`src/rtl/fft_frame_controller.sv`:
```
// fft_frame_controller: collects UART sample bytes into the FFT input buffer, runs one FFT,
// then streams every result bin (re then im, MSB byte first) back out over UART TX.
module fft_frame_controller #(
   parameter int FFT_SIZE    = 16,
   parameter int WORD_SIZE   = 16,
   parameter int DATA_LENGTH = 8,
   parameter int FRACTION    = 8
) (
   input  logic                       i_clk,
   input  logic                       i_rst,
   input  logic                       i_rx_valid,
   input  logic [DATA_LENGTH-1:0]     i_rx_byte,
   output logic                       o_sample_we,
   output logic [$clog2(FFT_SIZE)-1:0] o_sample_addr,
   output logic [WORD_SIZE-1:0]       o_sample_data,
   output logic                       o_fft_start,
   input  logic                       i_fft_done,
   output logic [$clog2(FFT_SIZE)-1:0] o_res_addr,
   input  logic [WORD_SIZE-1:0]       i_res_re,
   input  logic [WORD_SIZE-1:0]       i_res_im,
   output logic                       o_tx_start,
   output logic [DATA_LENGTH-1:0]     o_tx_byte,
   input  logic                       i_tx_done,
   output logic                       o_busy,
   output logic                       o_frame_done,
   output logic                       o_error
);
   localparam int AW  = $clog2(FFT_SIZE);
   localparam int BPW = WORD_SIZE / DATA_LENGTH;
   localparam int NB  = 2 * BPW;
   localparam int CW  = $clog2(NB + 1);
   localparam logic [2:0] RECV     = 3'd0;
   localparam logic [2:0] START    = 3'd1;
   localparam logic [2:0] WAIT_FFT = 3'd2;
   localparam logic [2:0] READ     = 3'd3;
   localparam logic [2:0] LATCH    = 3'd4;
   localparam logic [2:0] SEND     = 3'd5;
   localparam logic [2:0] WAIT_TX  = 3'd6;
   logic [2:0]             state;
   logic [AW-1:0]          smp_cnt, bin;
   logic [CW-1:0]          byte_cnt, byte_nx;
   logic [2*WORD_SIZE-1:0] shreg;
   logic [WORD_SIZE-1:0]   sext;
   logic                   last_smp, last_bin;
   assign sext       = WORD_SIZE'($signed(i_rx_byte));
   assign byte_nx    = byte_cnt + CW'(1);
   assign last_smp   = smp_cnt == AW'(FFT_SIZE - 1);
   assign last_bin   = bin == AW'(FFT_SIZE - 1);
   assign o_res_addr = bin;
   // TX start and byte come straight from the state so the first byte leaves the cycle after LATCH
   assign o_tx_start = state == SEND;
   assign o_tx_byte  = shreg[2*WORD_SIZE-1 -: DATA_LENGTH];
   assign o_busy     = state != RECV || smp_cnt != '0;
   always_ff @(posedge i_clk) begin
      if (i_rst) begin
         state         <= RECV;
         smp_cnt       <= '0;
         bin           <= '0;
         byte_cnt      <= '0;
         shreg         <= '0;
         o_sample_we   <= 1'b0;
         o_sample_addr <= '0;
         o_sample_data <= '0;
         o_fft_start   <= 1'b0;
         o_frame_done  <= 1'b0;
         o_error       <= 1'b0;
      end else begin
         o_sample_we  <= i_rx_valid && state == RECV;
         o_fft_start  <= state == START;
         o_frame_done <= 1'b0;
         if (i_rx_valid && state == RECV) begin
            o_sample_addr <= smp_cnt;
            o_sample_data <= sext << FRACTION;
         end
         // bytes arriving outside RECV are dropped but remembered until reset
         if (i_rx_valid && state != RECV) o_error <= 1'b1;
         case (state)
            RECV: if (i_rx_valid) begin
               smp_cnt <= smp_cnt + AW'(1);
               if (last_smp) state <= START;
            end
            START: state <= WAIT_FFT;
            WAIT_FFT: if (i_fft_done) begin
               bin   <= '0;
               state <= READ;
            end
            READ: state <= LATCH;
            LATCH: begin
               shreg    <= {i_res_re, i_res_im};
               byte_cnt <= '0;
               state    <= SEND;
            end
            SEND: state <= WAIT_TX;
            WAIT_TX: if (i_tx_done) begin
               shreg    <= shreg << DATA_LENGTH;
               byte_cnt <= byte_nx;
               if (byte_nx < CW'(NB)) state <= SEND;
               else if (!last_bin) begin
                  bin   <= bin + AW'(1);
                  state <= READ;
               end else begin
                  o_frame_done <= 1'b1;
                  state        <= RECV;
               end
            end
            default: state <= RECV;
         endcase
      end
   end
endmodule

```
`config.mk`:
```
export PLATFORM = sky130hd
export DESIGN_NAME = fft_frame_controller
export DESIGN_NICKNAME = d
export VERILOG_FILES = /design/src/rtl/fft_frame_controller.sv
export SDC_FILE = /design/constraint.sdc
export NUM_CORES = 1
export LEC_CHECK = 0
export CAP_MARGIN = 20
export CORE_ASPECT_RATIO = 0.6
export CORE_MARGIN = 4
export CORE_UTILIZATION = 43
export DETAILED_ROUTE_END_ITERATION = 6
export PLACE_DENSITY = 0.7
export SLEW_MARGIN = 20
export SYNTH_ARGS = -nofsm -noshare
export SYNTH_HDL_FRONTEND = slang
export SYNTH_SLANG_ARGS = --single-unit
```
`constraint.sdc`:
```
create_clock -name i_clk -period 2.9 [get_ports i_clk]
set_input_delay 0.29 -clock i_clk [delete_from_list [all_inputs] [get_ports i_clk]]
set_output_delay 0.29 -clock i_clk [all_outputs]
set_load 0.005 [all_outputs]
```
* Word level (Yosys, flattened, before mapping)
Index checks and enable logic that the tools add are counted.
Cells by class: $add $sub $neg 3, $lt $le $gt $ge 1, equality and inequality tests 14, bitwise gates (word level) 2, multiplexer cells 17, reductions and logical operators 13
Operators with widths (count):
- 32-bit one-hot mux with 2 select lines | 1
- 32-bit two-way mux | 1
- 3-bit one-hot mux with 7 select lines | 1
- 3-bit two-way mux | 6
- 4-bit two-way mux | 4
- 2-bit inequality test, second input constant | 6
- 3-bit == test, second input constant | 3
- 4-bit by 1-bit adder with 4-bit output, second input constant | 2
- 4-bit == test, second input constant | 2
- 4-bit one-hot mux with 2 select lines | 1
- 3-bit by 2-bit == test with 1-bit output, second input constant | 2
- 3-bit one-hot mux with 2 select lines | 1
- 5-bit AND reduction | 1
- 2-bit AND reduction | 2
- 4-bit AND reduction | 1
- 2-bit nonzero test | 2
- 4-bit nonzero test | 1
- 4-bit OR reduction | 1
- 3-bit by 1-bit adder with 3-bit output, second input constant | 1
- 3-bit by 1-bit == test with 1-bit output, second input constant | 1
- 3-bit logical NOT | 1
- 3-bit less-than comparator, second input constant | 1
- 3-bit nonzero test | 1
- 1-bit logical AND | 2
- other kinds (4) | 5
Word-level totals: logic and storage cells 61, bits in registers 62, output and inout port bits 38, input bits 45

* Depth between registers and ports, before layout
Gate-level depths: netlist of the first run.
word-level depth 5, depth in mapped cells 6, depth with buffers taken out 5

* Worst setup path after synthesis of the first run
Ideal clock, no wire load.
path kind flip-flop to flip-flop, start point register byte_cnt[0], end point register bin[3], in the netlist o_res_addr[3], cell stages (with the launch flop) 6, library setup time 0.134 ns, arrival 1.341 ns, data required time 2.766 ns, path slack 1.425 ns, buffers on the path 0, path through dfxtp_1 ha_1 xnor2_1 nor4_4 a41oi_1 a31oi_1
On the way: cells in the longest elaborated chain, start to end 4
RTL lines:
- from (decl) | RTL line 41 | logic [CW-1:0] byte_cnt, byte_nx;
- from (signal assigned) | RTL line 96 | byte_cnt <= byte_nx;
- 3-bit by 1-bit adder with 3-bit output | RTL line 46 | assign byte_nx = byte_cnt + CW'(1);
- 3-bit less-than comparator | RTL line 97 | if (byte_nx < CW'(NB)) state <= SEND;
- 2-bit inequality test (no source line)
- 5-bit AND reduction (no source line)
- to (signal assigned) | RTL line 99 | bin <= bin + AW'(1);
- to (decl) | RTL line 40 | logic [AW-1:0] smp_cnt, bin;
No other way between the ends. A chain may end at the register's enable or synchronous reset.

* Worst setup path in the final report of the first run
start point register state[1], end point output port o_busy
On the way: cells in the longest elaborated chain, start to end 2
RTL lines:
- from (decl) | RTL line 39 | logic [2:0] state;
- from (signal assigned) | RTL line 56 | state <= RECV;
- from (signal assigned) | RTL line 80 | if (last_smp) state <= START;
- from (signal assigned) | RTL line 82 | START: state <= WAIT_FFT;
- 3-bit nonzero test | RTL line 53 | assign o_busy = state != RECV || smp_cnt != '0;
- 1-bit logical OR | RTL line 53
- to (decl) | RTL line 24 | output logic o_busy,
No other way between the ends.

==> flow_summary.rst, run 1 <==
.. list-table::
   :header-rows: 1

   * - Metric
     - Value
   * - Post-Route Setup TNS
     - 0 ps
   * - Final-stage net count
     - approximately 440
   * - Number of antenna diodes
     - 0
   * - Post-Synthesis Cell Area
     - 2830 µm²
   * - Total of flip-flops plus latches after synthesis
     - 62
   * - DRC
     - 0
   * - Clock Pin Slew Worst Setup and Hold Paths
     - approximately 70 ps
   * - First-pass GRT wire length
     - 10.4 mm
   * - Period utilisation layout
     - 72.7%
   * - Worst min-delay path category
     - reg -> reg
   * - Number of buffers added by the clock tree synthesis step
     - 9
   * - Count of input and output buffers
     - between 70 and 80
   * - Area used by multi-input combinational logic
     - 1330 µm²
   * - Post-detailed-route count of antenna-violating nets
     - 0
   * - Top_reg_cell synth
     - sky130_fd_sc_hd__dfxtp_1
   * - Result of the run
     - completed
   * - Highest attainable clock frequency
     - about 0.47 GHz
   * - Initial DRT Pass Iterations
     - 4
   * - Vertical die dimension
     - ~71 µm
   * - Type of the worst setup path
     - reg -> out
   * - Number of endpoints failing setup at the final stage
     - 0
   * - Multiplexer fraction of the synthesized cell area
     - 0%
   * - Setup fix buffers added after clock tree synthesis
     - 0
   * - Horiz. Die Dim
     - 113 µm
   * - Deepest level of the CTS H-tree
     - 3
   * - Aggregate global routing overflow
     - 0
   * - Layout Area Growth over Synthesis
     - 29.1%
   * - Crit Path Max Fanout
     - 14
   * - Worst-skew pair later-pin latency
     - between 300 and 400 ps
   * - Worst setup slack after layout
     - 791 ps
   * - Number of global-route vias before repair
     - around 2,100
   * - Register area
     - about 1200 µm²
   * - Maximum vdd ir drop
     - 0.282 mV
   * - Share of final-layout standard cells stronger than drive strength 1
     - roughly 9%
   * - CP required
     - about 2600 ps
   * - Cell Pwr Density
     - around 460 nW/µm²
   * - Post-synthesis xor/xnor area fraction
     - 1.24%
   * - Design area
     - approximately 3600 µm²
   * - Worst slew margin relative to its limit
     - a little under three fifths
   * - Commonest cells in the synthesized netlist
     - sky130_fd_sc_hd__dfxtp_1 (62), sky130_fd_sc_hd__nand2_1 (57), sky130_fd_sc_hd__nor2_1 (47)
   * - Die ar.
     - around 8000 µm²
   * - Total of max-cap violations
     - 0
   * - Adder-Cell Fraction of Synth Area
     - about 1.8%
   * - Hold_ws
     - ~460 ps
   * - Leakage dissipation
     - between 1 and 1.5 nW
   * - Worst-case clock buffer depth
     - 2
   * - Aggregate global-route resource usage
     - between 10% and 20%
   * - Number of warning messages in the yosys log
     - 0
   * - Final critical delay including setup and external delays
     - 2110 ps
   * - Total number of clock tree sinks
     - 62
   * - Post-Place Cell Area
     - 3480 µm²
   * - Sum of routed wire length over all layers
     - about 6.4 mm
   * - Post-synthesis average cell area
     - 8.41 µm²
   * - Count of unique library cells instantiated by Yosys
     - 39
   * - Number of hold-repair buffers added at the cts stage
     - 0
   * - EDFF count, synth
     - 0
   * - Via total after detailed routing
     - 2,459
   * - Detailed-route wire length per cell
     - 13.4 µm
   * - Half-perimeter wire length of the detailed placement result
     - 4.58 mm
   * - Transition time at the pin with the least slew margin
     - 670 ps
   * - Worst setup path start
     - state[1]$_SDFFE_PP0P_
   * - Share of the yosys chip area belonging to registers
     - a little over two fifths
   * - Count of placed standard cells in the final layout, fillers left out
     - 481
   * - Max-slew violation count
     - 0
   * - Arrival time worst endpoint
     - between 1500 and 2000 ps
   * - DR vias/cell
     - between 5 and 6
   * - Synth async-reset ratio
     - 0%
   * - Number of hold violations in the final report
     - 0
   * - Startpoint of the most critical register-to-register path
     - state[1]$_SDFFE_PP0P_
   * - Setup slack after placement
     - roughly 900 ps
   * - Startpoint type of the worst setup path
     - flip-flop
   * - Area share of the largest cell type after synthesis
     - between 40% and 50%
   * - Post-synthesis instance total
     - 336
   * - Top cells by area in the synthesized netlist
     - sky130_fd_sc_hd__dfxtp_1 (44%), sky130_fd_sc_hd__nand2_1 (7.6%), sky130_fd_sc_hd__nor2_1 (6.2%)
   * - CTS Root Cell
     - sky130_fd_sc_hd__clkbuf_8
   * - Worst Hold Launch
     - o_sample_data[8]$_SDFFE_PP0P_
   * - Compound-cell area share of the yosys netlist
     - between 10% and 20%
   * - Number of placed I/O pins
     - just over 80
   * - Largest area contributor in the synthesized netlist
     - sky130_fd_sc_hd__dfxtp_1
   * - Antenna violations before repair
     - 0
   * - RSZ-0062 raised after global routing
     - no
   * - Simple logic cell fraction of the synthesized area
     - roughly a quarter
   * - Cell total after placement
     - 465
   * - Element type at the critical path end
     - primary output
   * - Standard-cell rows
     - 22
   * - Most frequent cell after synthesis
     - sky130_fd_sc_hd__dfxtp_1
   * - Gpl congestion
     - about 0.80
   * - Clock skew
     - 10.5 ps
   * - Combinational family with the most area after synthesis
     - simple AND/OR/NAND/NOR gates
   * - Final-layout fill cell count
     - 574
   * - Core Footprint
     - between 6000 and 7000 µm²
   * - Number of DRC markers in iteration 0
     - 209
   * - Post-cts repair resize count
     - 0
   * - CTS tree
     - done
   * - Pin count of the biggest net entering global routing
     - 49
   * - Initial standard-cell utilization of the core
     - 45.2%
-- routing by layer --
layer	global-route usage, %	vias to the layer above	wire length (µm)
met3	6.07	5	465
met2	21.7	73	2480
met4	4.00	0	59
li1	-	1266	-
met5	0	-	0
met1	23.3	1115	3420
-- cells by family (layout without fill, tap and decap cells) --
group                      count (synthesis)  count (layout)
and+or+nand+nor                          151             151
AOI/OAI and AO/OA                         66              66
DFF                                       62              62
buffers and inverters                     48             102
adders and majority gates                  4               4
xor gates and xnor gates                   4               4
other                                      1               8
-- placed cells by master, fill, tap and decap left out, types with 2 or more instances in the layout --
cell type                         count
sky130_fd_sc_hd__a21oi_1             19
sky130_fd_sc_hd__a22oi_1              8
sky130_fd_sc_hd__a311oi_1            18
sky130_fd_sc_hd__a311oi_2             6
sky130_fd_sc_hd__a31oi_1              3
sky130_fd_sc_hd__buf_4                6
sky130_fd_sc_hd__clkbuf_1             2
sky130_fd_sc_hd__clkbuf_8            10
sky130_fd_sc_hd__clkdlybuf4s50_1     73
sky130_fd_sc_hd__clkinv_2             3
sky130_fd_sc_hd__conb_1               8
sky130_fd_sc_hd__dfxtp_1             62
sky130_fd_sc_hd__ha_1                 4
sky130_fd_sc_hd__inv_1                5
sky130_fd_sc_hd__nand2_1             57
sky130_fd_sc_hd__nand2b_1             4
sky130_fd_sc_hd__nand3_1             28
sky130_fd_sc_hd__nand4_1              2
sky130_fd_sc_hd__nor2_1              47
sky130_fd_sc_hd__nor3_1               3
sky130_fd_sc_hd__nor4_1               2
sky130_fd_sc_hd__o21ai_0              2
sky130_fd_sc_hd__o21ai_1              4
sky130_fd_sc_hd__xnor2_1              2
sky130_fd_sc_hd__xor2_1               2
-- layout make-up --
type,instances,area share (%)
clock buffer,12,3.98
clock inverter,4,0.618
inverter,6,0.618
multi-input combinational,233,36.4
sequential,62,34.0
tap,84,2.88
timing repair buffer,80,21.4
-- through the flow --
stage               power, mW  utilization [%]
finish                   1.66             58.4
global route             1.73             58.4
CTS                      1.68             58.4
detailed placement       1.03             55.7
global placement         1.03             55.7
floorplan               0.948                -
-- path summary, 6_finish.rpt --
kind	end	slack, ps	depth (start not counted)
worst max register to register	shreg[21]$_SDFFE_PP0P_	1040	4
worst min-delay path	o_sample_data[8]$_SDFFE_PP0P_	460	2
worst min register to register	o_sample_data[8]$_SDFFE_PP0P_	460	2
worst max-delay path	o_busy	790	3
-- power breakdown --
part	switching [mW]	internal, mW
registers	0.00809	0.863
clock network	0.316	0.330
logic	0.0571	0.0858
-- registers in the layout, indices dropped and copies added, names as in the netlist, 3 cells and up --
| register | flops |
|---|---|
| o_sample_addr | 4 |
| byte_cnt | 3 |
| state | 3 |
| o_res_addr | 4 |
| smp_cnt | 4 |
| o_sample_data | 8 |
| shreg | 32 |
-- critical path, stage by stage, from the launching register on --
cell	delay, ps
sky130_fd_sc_hd__dfxtp_1	690
sky130_fd_sc_hd__nor3_1	140
sky130_fd_sc_hd__nand3_1	140
sky130_fd_sc_hd__clkdlybuf4s50_1	520
(Power assumes the default switching activity.)
==> run 2: changes to the inputs <==
==> constraint.sdc (replaced) <==
create_clock -name i_clk -period 2.1 [get_ports i_clk]
set_input_delay 0.21 -clock i_clk [delete_from_list [all_inputs] [get_ports i_clk]]
set_output_delay 0.21 -clock i_clk [all_outputs]
set_load 0.005 [all_outputs]
==> flow_summary.rst, run 2 (same netlist as run 1, synthesis figures left out) <==
.. list-table::
   :header-rows: 1

   * - Metric
     - Value
   * - Result of the run
     - completed
   * - Cell with the largest stage delay on the worst path
     - sky130_fd_sc_hd__dfxtp_1
   * - Startpoint type of the worst setup path
     - flip-flop
   * - Post-Route Setup TNS
     - 0 ps (unchanged)
   * - Leading cell type in the layout, fill and taps excluded
     - sky130_fd_sc_hd__clkdlybuf4s50_1
   * - Type of the worst setup path
     - reg -> out
   * - Total number of clock tree sinks
     - 62 (unchanged)
   * - Endpoint of the worst hold-timing path
     - byte_cnt[0]$_SDFFE_PP0P_
   * - Crit Path Max Fanout
     - 12 (-2)
   * - Aggregate global routing overflow
     - 0 (unchanged)
   * - Aggregate global-route resource usage
     - 16.8% (+0.92 points)
   * - First-pass GRT wire length
     - 10.7 mm (+3.6%)
   * - Worst hold path depth
     - 2 (unchanged)
   * - Number of hold-repair buffers added at the cts stage
     - 0 (unchanged)
   * - CTS tree
     - done
   * - Cell Pwr Density
     - 662 nW/µm² (+45%)
   * - Vertical die dimension
     - 70.8 µm (unchanged)
   * - Maximum vdd ir drop
     - 0.378 mV (+34%)
   * - Count of input and output buffers
     - 74 (unchanged)
   * - Worst Hold Launch
     - i_rst
   * - Die ar.
     - 7970 µm² (unchanged)
   * - Highest cell delay on the worst timing path
     - 630 ps (-60 ps)
   * - Highest attainable clock frequency
     - ~0.51 GHz
   * - Post-cts repair resize count
     - 0 (unchanged)
   * - Number of buffers added by the clock tree synthesis step
     - 9 (unchanged)
   * - Number of DRC markers in iteration 0
     - 126 (-40%)
   * - Period utilisation layout
     - approximately 92%
   * - Top flop regs
     - shreg x32, o_sample_data x8
   * - Final critical delay including setup and external delays
     - approximately 1900 ps
   * - CTS Root Cell
     - sky130_fd_sc_hd__clkbuf_8
   * - Commonest cells after routing, fill and taps aside
     - sky130_fd_sc_hd__clkdlybuf4s50_1 (73), sky130_fd_sc_hd__dfxtp_1 (62), sky130_fd_sc_hd__nand2_1 (57)
   * - Number of global-route vias before repair
     - 2,262 (+5.6%)
   * - Number of antenna diodes
     - 0 (unchanged)
   * - Clock skew
     - 6.63 ps (-3.89 ps)
   * - Leakage dissipation
     - 1.35 nW (+2.9%)
   * - Number of placed I/O pins
     - 83 (unchanged)
   * - Layout Area Growth over Synthesis
     - 32.5%
   * - Number of endpoints failing setup at the final stage
     - 0 (unchanged)
   * - DRC
     - 0 (unchanged)
   * - Clock Pin Slew Worst Setup and Hold Paths
     - 60 ps (about the same)
   * - CP required
     - 1890 ps (-720 ps)
   * - Antenna violations before repair
     - 0 (unchanged)
   * - RSZ-0062 raised after global routing
     - no
   * - Detailed-route wire length per cell
     - 13.6 µm (+1.7%)
   * - Standard-cell rows
     - 22 (unchanged)
   * - Setup fix buffers added after clock tree synthesis
     - 0 (unchanged)
   * - Core Footprint
     - 6250 µm² (unchanged)
   * - Transition time at the pin with the least slew margin
     - 531 ps (-139 ps)
   * - Deepest level of the CTS H-tree
     - 3 (unchanged)
   * - Via total after detailed routing
     - 2,467 (+0.33%)
   * - Worst-case clock buffer depth
     - 2 (unchanged)
   * - Worst slew margin relative to its limit
     - 64.5% (+9.2 points)
   * - Max-slew violation count
     - 0 (unchanged)
   * - DR vias/cell
     - 5.09 (-0.50%)
   * - Number of hold violations in the final report
     - 0 (unchanged)
   * - Gpl congestion
     - 0.799 (-0.11%)
   * - R2R depth
     - 5 (+1)
   * - RR Endpoint
     - shreg[15]$_SDFFE_PP0P_
   * - Arrival time worst endpoint
     - 1730 ps (-90 ps)
   * - Initial DRT Pass Iterations
     - 4 (unchanged)
   * - Half-perimeter wire length of the detailed placement result
     - 4.70 mm (+2.6%)
   * - Post-detailed-route count of antenna-violating nets
     - 0 (unchanged)
   * - Flop2flop setup slack
     - 410 ps (-630 ps)
   * - Pin count of the biggest net entering global routing
     - 53 (+8.2%)
   * - Final-stage net count
     - 445 (+0.91%)
   * - Initial standard-cell utilization of the core
     - 45.2% (unchanged)
   * - Worst min-delay path category
     - in -> reg
   * - Element type at the critical path end
     - primary output
   * - Critical path, cell by cell
     - nor3_1 -> nand3_1 -> clkdlybuf4s50_1
   * - Total of max-cap violations
     - 0 (unchanged)
   * - Horiz. Die Dim
     - 113 µm (unchanged)
   * - Worst-skew pair later-pin latency
     - 340 ps (about the same)
   * - Startpoint of the most critical register-to-register path
     - state[2]$_SDFFE_PP0P_
   * - Most flop-heavy register
     - shreg
   * - Post-Route Utilization
     - 59.9% (+1.5 points)
   * - Share of final-layout standard cells stronger than drive strength 1
     - 10.2% (+1.4 points)
   * - Sum of routed wire length over all layers
     - 6.59 mm (+2.6%)
   * - Max reg flops
     - 32 (unchanged)
run 2: cell count changes in the layout (fill, tap and decap cells not counted), moves of 2 or more:
cell                         before  now
sky130_fd_sc_hd__buf_12           0    2
sky130_fd_sc_hd__clkinvlp_4       1    3
sky130_fd_sc_hd__clkbuf_1         2    0
sky130_fd_sc_hd__clkinv_2         3    1
sky130_fd_sc_hd__buf_4            6    8
run 2: worst max path at each step:
stage	startpoint	end	slack (ps)	cells past startpoint
2_1_floorplan	byte_cnt[0]$_SDFFE_PP0P_	o_res_addr[3]$_SDFFE_PP0P_	630	5
3_3_place_gp	i_tx_done	shreg[30]$_SDFFE_PP0P_	420	6
3_5_place_dp	i_tx_done	shreg[15]$_SDFFE_PP0P_	350	6
4_1_cts	state[0]$_SDFFE_PP0P_	o_tx_start	160	3
5_1_grt	state[0]$_SDFFE_PP0P_	o_tx_start	40	3
6_report	state[2]$_SDFFE_PP0P_	o_busy	160	3
run 2: power breakdown:
group          switching (mW)  internal, mW  leakage (nW)  total, mW
Combinational          0.0808         0.122         0.754      0.202
Clock                   0.463         0.610        0.0976       1.07
Sequential             0.0107          1.19         0.501       1.20
run 2: routing by layer:
metal	up-vias	part of all wire [%]	global-route usage [%]
met4	0	1.1	5.20
met1	1119	51	24.3
met2	72	40	22.4
li1	1270	-	-
met5	-	0	0
met3	6	7.3	7.01
run 2: area by class of cell:
class	instances	area, µm²
inverter	6	22.5
tap	84	105
clock buffer	11	151
fill	577	2510
timing repair buffer	84	836
clock inverter	5	57.6
multi-input combinational	233	1330
sequential	62	1240
run 2: critical path, delay by kind of cell, from the launching register on:
family,cells,cell delay [ps]
simple gates,2,260
flops,1,630
buf+inv,1,510
run 2: stage by stage:
step | std cells | cell area (µm²) | hold WS [ps] | setup WS, ps | total power [mW]
3_5_place_dp | 469 | 3530 | 447 | 351 | 1.43
2_1_floorplan | 343 | 2850 | 346 | 625 | 1.31
4_1_cts | 485 | 3740 | 205 | 158 | 2.51
3_3_place_gp | 469 | 3530 | 444 | 424 | 1.43
6_report | 485 | 3740 | 216 | 158 | 2.48
5_1_grt | 485 | 3740 | 204 | 44.5 | 2.58
==> run 3: changes to the inputs <==
--- a/config.mk
+++ b/config.mk
@@ -10,7 +10,8 @@
 export CORE_MARGIN = 4
 export CORE_UTILIZATION = 43
 export DETAILED_ROUTE_END_ITERATION = 6
-export PLACE_DENSITY = 0.7
+export DONT_BUFFER_PORTS = 1
+export PLACE_DENSITY = 0.54
 export SLEW_MARGIN = 20
 export SYNTH_ARGS = -nofsm -noshare
 export SYNTH_HDL_FRONTEND = slang
==> flow_summary.rst, run 3 (same netlist as run 1, synthesis figures left out) <==
.. list-table::
   :header-rows: 1

   * - Metric
     - Value
   * - Result of the run
     - completed
   * - Number of hold violations in the final report
     - 0 (unchanged)
   * - Number of global-route vias before repair
     - 1,990 (-12%)
   * - Number of endpoints failing setup at the final stage
     - 0 (unchanged)
   * - Pin count of the biggest net entering global routing
     - 58 (+9.4%)
   * - Leading cell type in the layout, fill and taps excluded
     - sky130_fd_sc_hd__dfxtp_1
   * - Number of DRC markers in iteration 0
     - 188 (+49%)
   * - Aggregate global routing overflow
     - 0 (unchanged)
   * - Worst-skew pair later-pin latency
     - 340 ps (about the same)
   * - Top flop regs
     - shreg x32, o_sample_data x8
   * - Clock skew
     - 9.94 ps (+3.30 ps)
   * - Detailed-route wire length per cell
     - 15.4 µm (+13%)
   * - Final critical delay including setup and external delays
     - 1740 ps (-204 ps)
   * - Deepest level of the CTS H-tree
     - 3 (unchanged)
   * - DRC
     - 0 (unchanged)
   * - CTS Root Cell
     - sky130_fd_sc_hd__clkbuf_8
   * - Layout Area Growth over Synthesis
     - 9.52%
   * - Half-perimeter wire length of the detailed placement result
     - 4.29 mm (-8.7%)
   * - Horiz. Die Dim
     - 113 µm (unchanged)
   * - Net switching fraction of the power
     - 21.9% (-0.52 points)
   * - Arrival time worst endpoint
     - 1940 ps (+210 ps)
   * - Part of the total power dissipated in the clock network
     - 44.7% (+1.4 points)
   * - Sum of routed wire length over all layers
     - 6.46 mm (-2.0%)
   * - Antenna violations before repair
     - 0 (unchanged)
   * - Core Footprint
     - 6250 µm² (unchanged)
   * - Net Switching
     - 517 µW (-6.8%)
   * - Gpl congestion
     - 0.719 (-10%)
   * - Clock Pin Slew Worst Setup and Hold Paths
     - 70 ps (about the same)
   * - Final-stage net count
     - 379 (-15%)
   * - Max-slew violation count
     - 0 (unchanged)
   * - Total number of clock tree sinks
     - 62 (unchanged)
   * - Post-detailed-route count of antenna-violating nets
     - 0 (unchanged)
   * - Crit Path Max Fanout
     - 26 (+14)
   * - Post-Place Cell Area
     - 2760 µm² (-22%)
   * - CTS tree
     - done
   * - Worst min-delay path category
     - in -> reg
   * - Vertical die dimension
     - 70.8 µm (unchanged)
   * - Internal cell power
     - 1.85 mW (-3.9%)
   * - Standard-cell rows
     - 22 (unchanged)
   * - Via total after detailed routing
     - 2,225 (-9.8%)
   * - Initial DRT Pass Iterations
     - 4 (unchanged)
   * - Worst slew margin relative to its limit
     - 56.6% (-7.8 points)
   * - Post-Route Setup TNS
     - 0 ps (unchanged)
   * - Cell Pwr Density
     - 764 nW/µm² (+15%)
   * - Worst-case clock buffer depth
     - 2 (unchanged)
   * - Die ar.
     - 7970 µm² (unchanged)
   * - Aggregate global-route resource usage
     - 16.8% (+0.021 points)
   * - Transition time at the pin with the least slew margin
     - 648 ps (+117 ps)
   * - Type of the worst setup path
     - reg -> reg
   * - Commonest cells after routing, fill and taps aside
     - sky130_fd_sc_hd__dfxtp_1 (62), sky130_fd_sc_hd__nand2_1 (57), sky130_fd_sc_hd__nor2_1 (47)
   * - CP required
     - 2300 ps (+410 ps)
   * - DR vias/cell
     - 5.31 (+4.4%)
   * - Leakage dissipation
     - 1.11 nW (-18%)
   * - Number of buffers added by the clock tree synthesis step
     - 9 (unchanged)
   * - Initial standard-cell utilization of the core
     - 45.2% (unchanged)
   * - Startpoint type of the worst setup path
     - flip-flop
   * - Share of final-layout standard cells stronger than drive strength 1
     - 10.4% (+0.22 points)
   * - Number of placed I/O pins
     - 83 (unchanged)
   * - Element type at the critical path end
     - flip-flop
   * - Period utilisation layout
     - 82.8% (-9.7 points)
   * - Sequential power share
     - 51.0% (+2.5 points)
   * - Number of antenna diodes
     - 0 (unchanged)
   * - Total of max-cap violations
     - 0 (unchanged)
   * - Most flop-heavy register
     - shreg
   * - Max reg flops
     - 32 (unchanged)
   * - RSZ-0062 raised after global routing
     - no
   * - Setup fix buffers added after clock tree synthesis
     - 0 (unchanged)
   * - Count of input and output buffers
     - 0 (-100%)
   * - Highest attainable clock frequency
     - 0.575 GHz (+12%)
   * - Combinational group share of total power
     - 4.3% (-3.9 points)
   * - First-pass GRT wire length
     - 10.6 mm (-0.90%)
   * - Design area
     - 3090 µm² (-17%)
   * - Final-layout fill cell count
     - 608 (+5.4%)
   * - Maximum vdd ir drop
     - 0.421 mV (+11%)
[run 3: cell types whose count changed in the layout (fill, tap and decap cells not counted), sizes merged]
cell / delta
buf: -4
dlygate4sd3: +11
clkdlybuf4s50: -73
clkinvlp: -2
clkbuf: +2
[run 3: per-stage QoR]
step / hold WS [ps] / util (%) / std cells / power (mW) / setup slack, ps
after CTS: 0.337 / 49.4 / 418 / 2.40 / 347
after global routing: 3.22 / 49.5 / 419 / 2.48 / 186
final: 23.5 / 49.5 / 419 / 2.36 / 362
after global placement: 286 / 44.1 / 391 / 1.29 / 436
after detailed placement: 287 / 44.1 / 391 / 1.29 / 359
after floorplan: 346 / - / 343 / 1.31 / 625
[run 3: path summary, 6_finish.rpt]
| kind | from | endpoint | slack [ps] | depth (start not counted) |
|---|---|---|---|---|
| max | state[2]$_SDFFE_PP0P_ | state[0]$_SDFFE_PP0P_ | 360 | 3 |
| min | i_res_im[4] | shreg[4]$_SDFFE_PP0P_ | 20 | 2 |
| max reg2reg | state[2]$_SDFFE_PP0P_ | state[0]$_SDFFE_PP0P_ | 360 | 3 |
| min reg2reg | byte_cnt[1]$_SDFFE_PP0P_ | byte_cnt[1]$_SDFFE_PP0P_ | 460 | 2 |
[run 3: final cells by class]
| type | instances | area [µm²] | share of cell area [%] |
|---|---|---|---|
| clock inverters | 3 | 42.5 | 1.37 |
| flip-flops and latches | 62 | 1240 | 40.1 |
| multi-input cells | 233 | 1330 | 42.9 |
| inverters | 6 | 22.5 | 0.728 |
| clock buffers | 13 | 159 | 5.14 |
| well taps | 84 | 105 | 3.40 |
| repair buffers | 18 | 195 | 6.31 |
[run 3: per-layer routing]
metal,global-route usage [%],up-vias,share of wire [%]
met5,0,-,0
met2,20.7,86,38
met4,4.40,0,0.93
li1,-,1142,-
met3,8.89,7,9.5
met1,24.8,990,52
[run 3: power by group through the flow]
stage | combinational (mW) | clock (mW) | sequential (mW)
after global placement | 0.0608 | 0 | 1.23
after global routing | 0.116 | 1.15 | 1.21
after detailed placement | 0.0615 | 0 | 1.23
after floorplan | 0.0799 | 0 | 1.23
final | 0.101 | 1.06 | 1.21
after CTS | 0.101 | 1.10 | 1.21
[run 3: timing repair]
action / CTS / global route
endpoints found under the hold margin: 57 / 1
resized for setup: 0 / 0
hold buffers: 11 / 1
[run 3: worst max-delay path, cell delays in order, from the launching register on]
cell and delay, ps:
sky130_fd_sc_hd__dfxtp_1 640, sky130_fd_sc_hd__nand3b_2 520, sky130_fd_sc_hd__nor3_1 370, sky130_fd_sc_hd__nor4_1 80
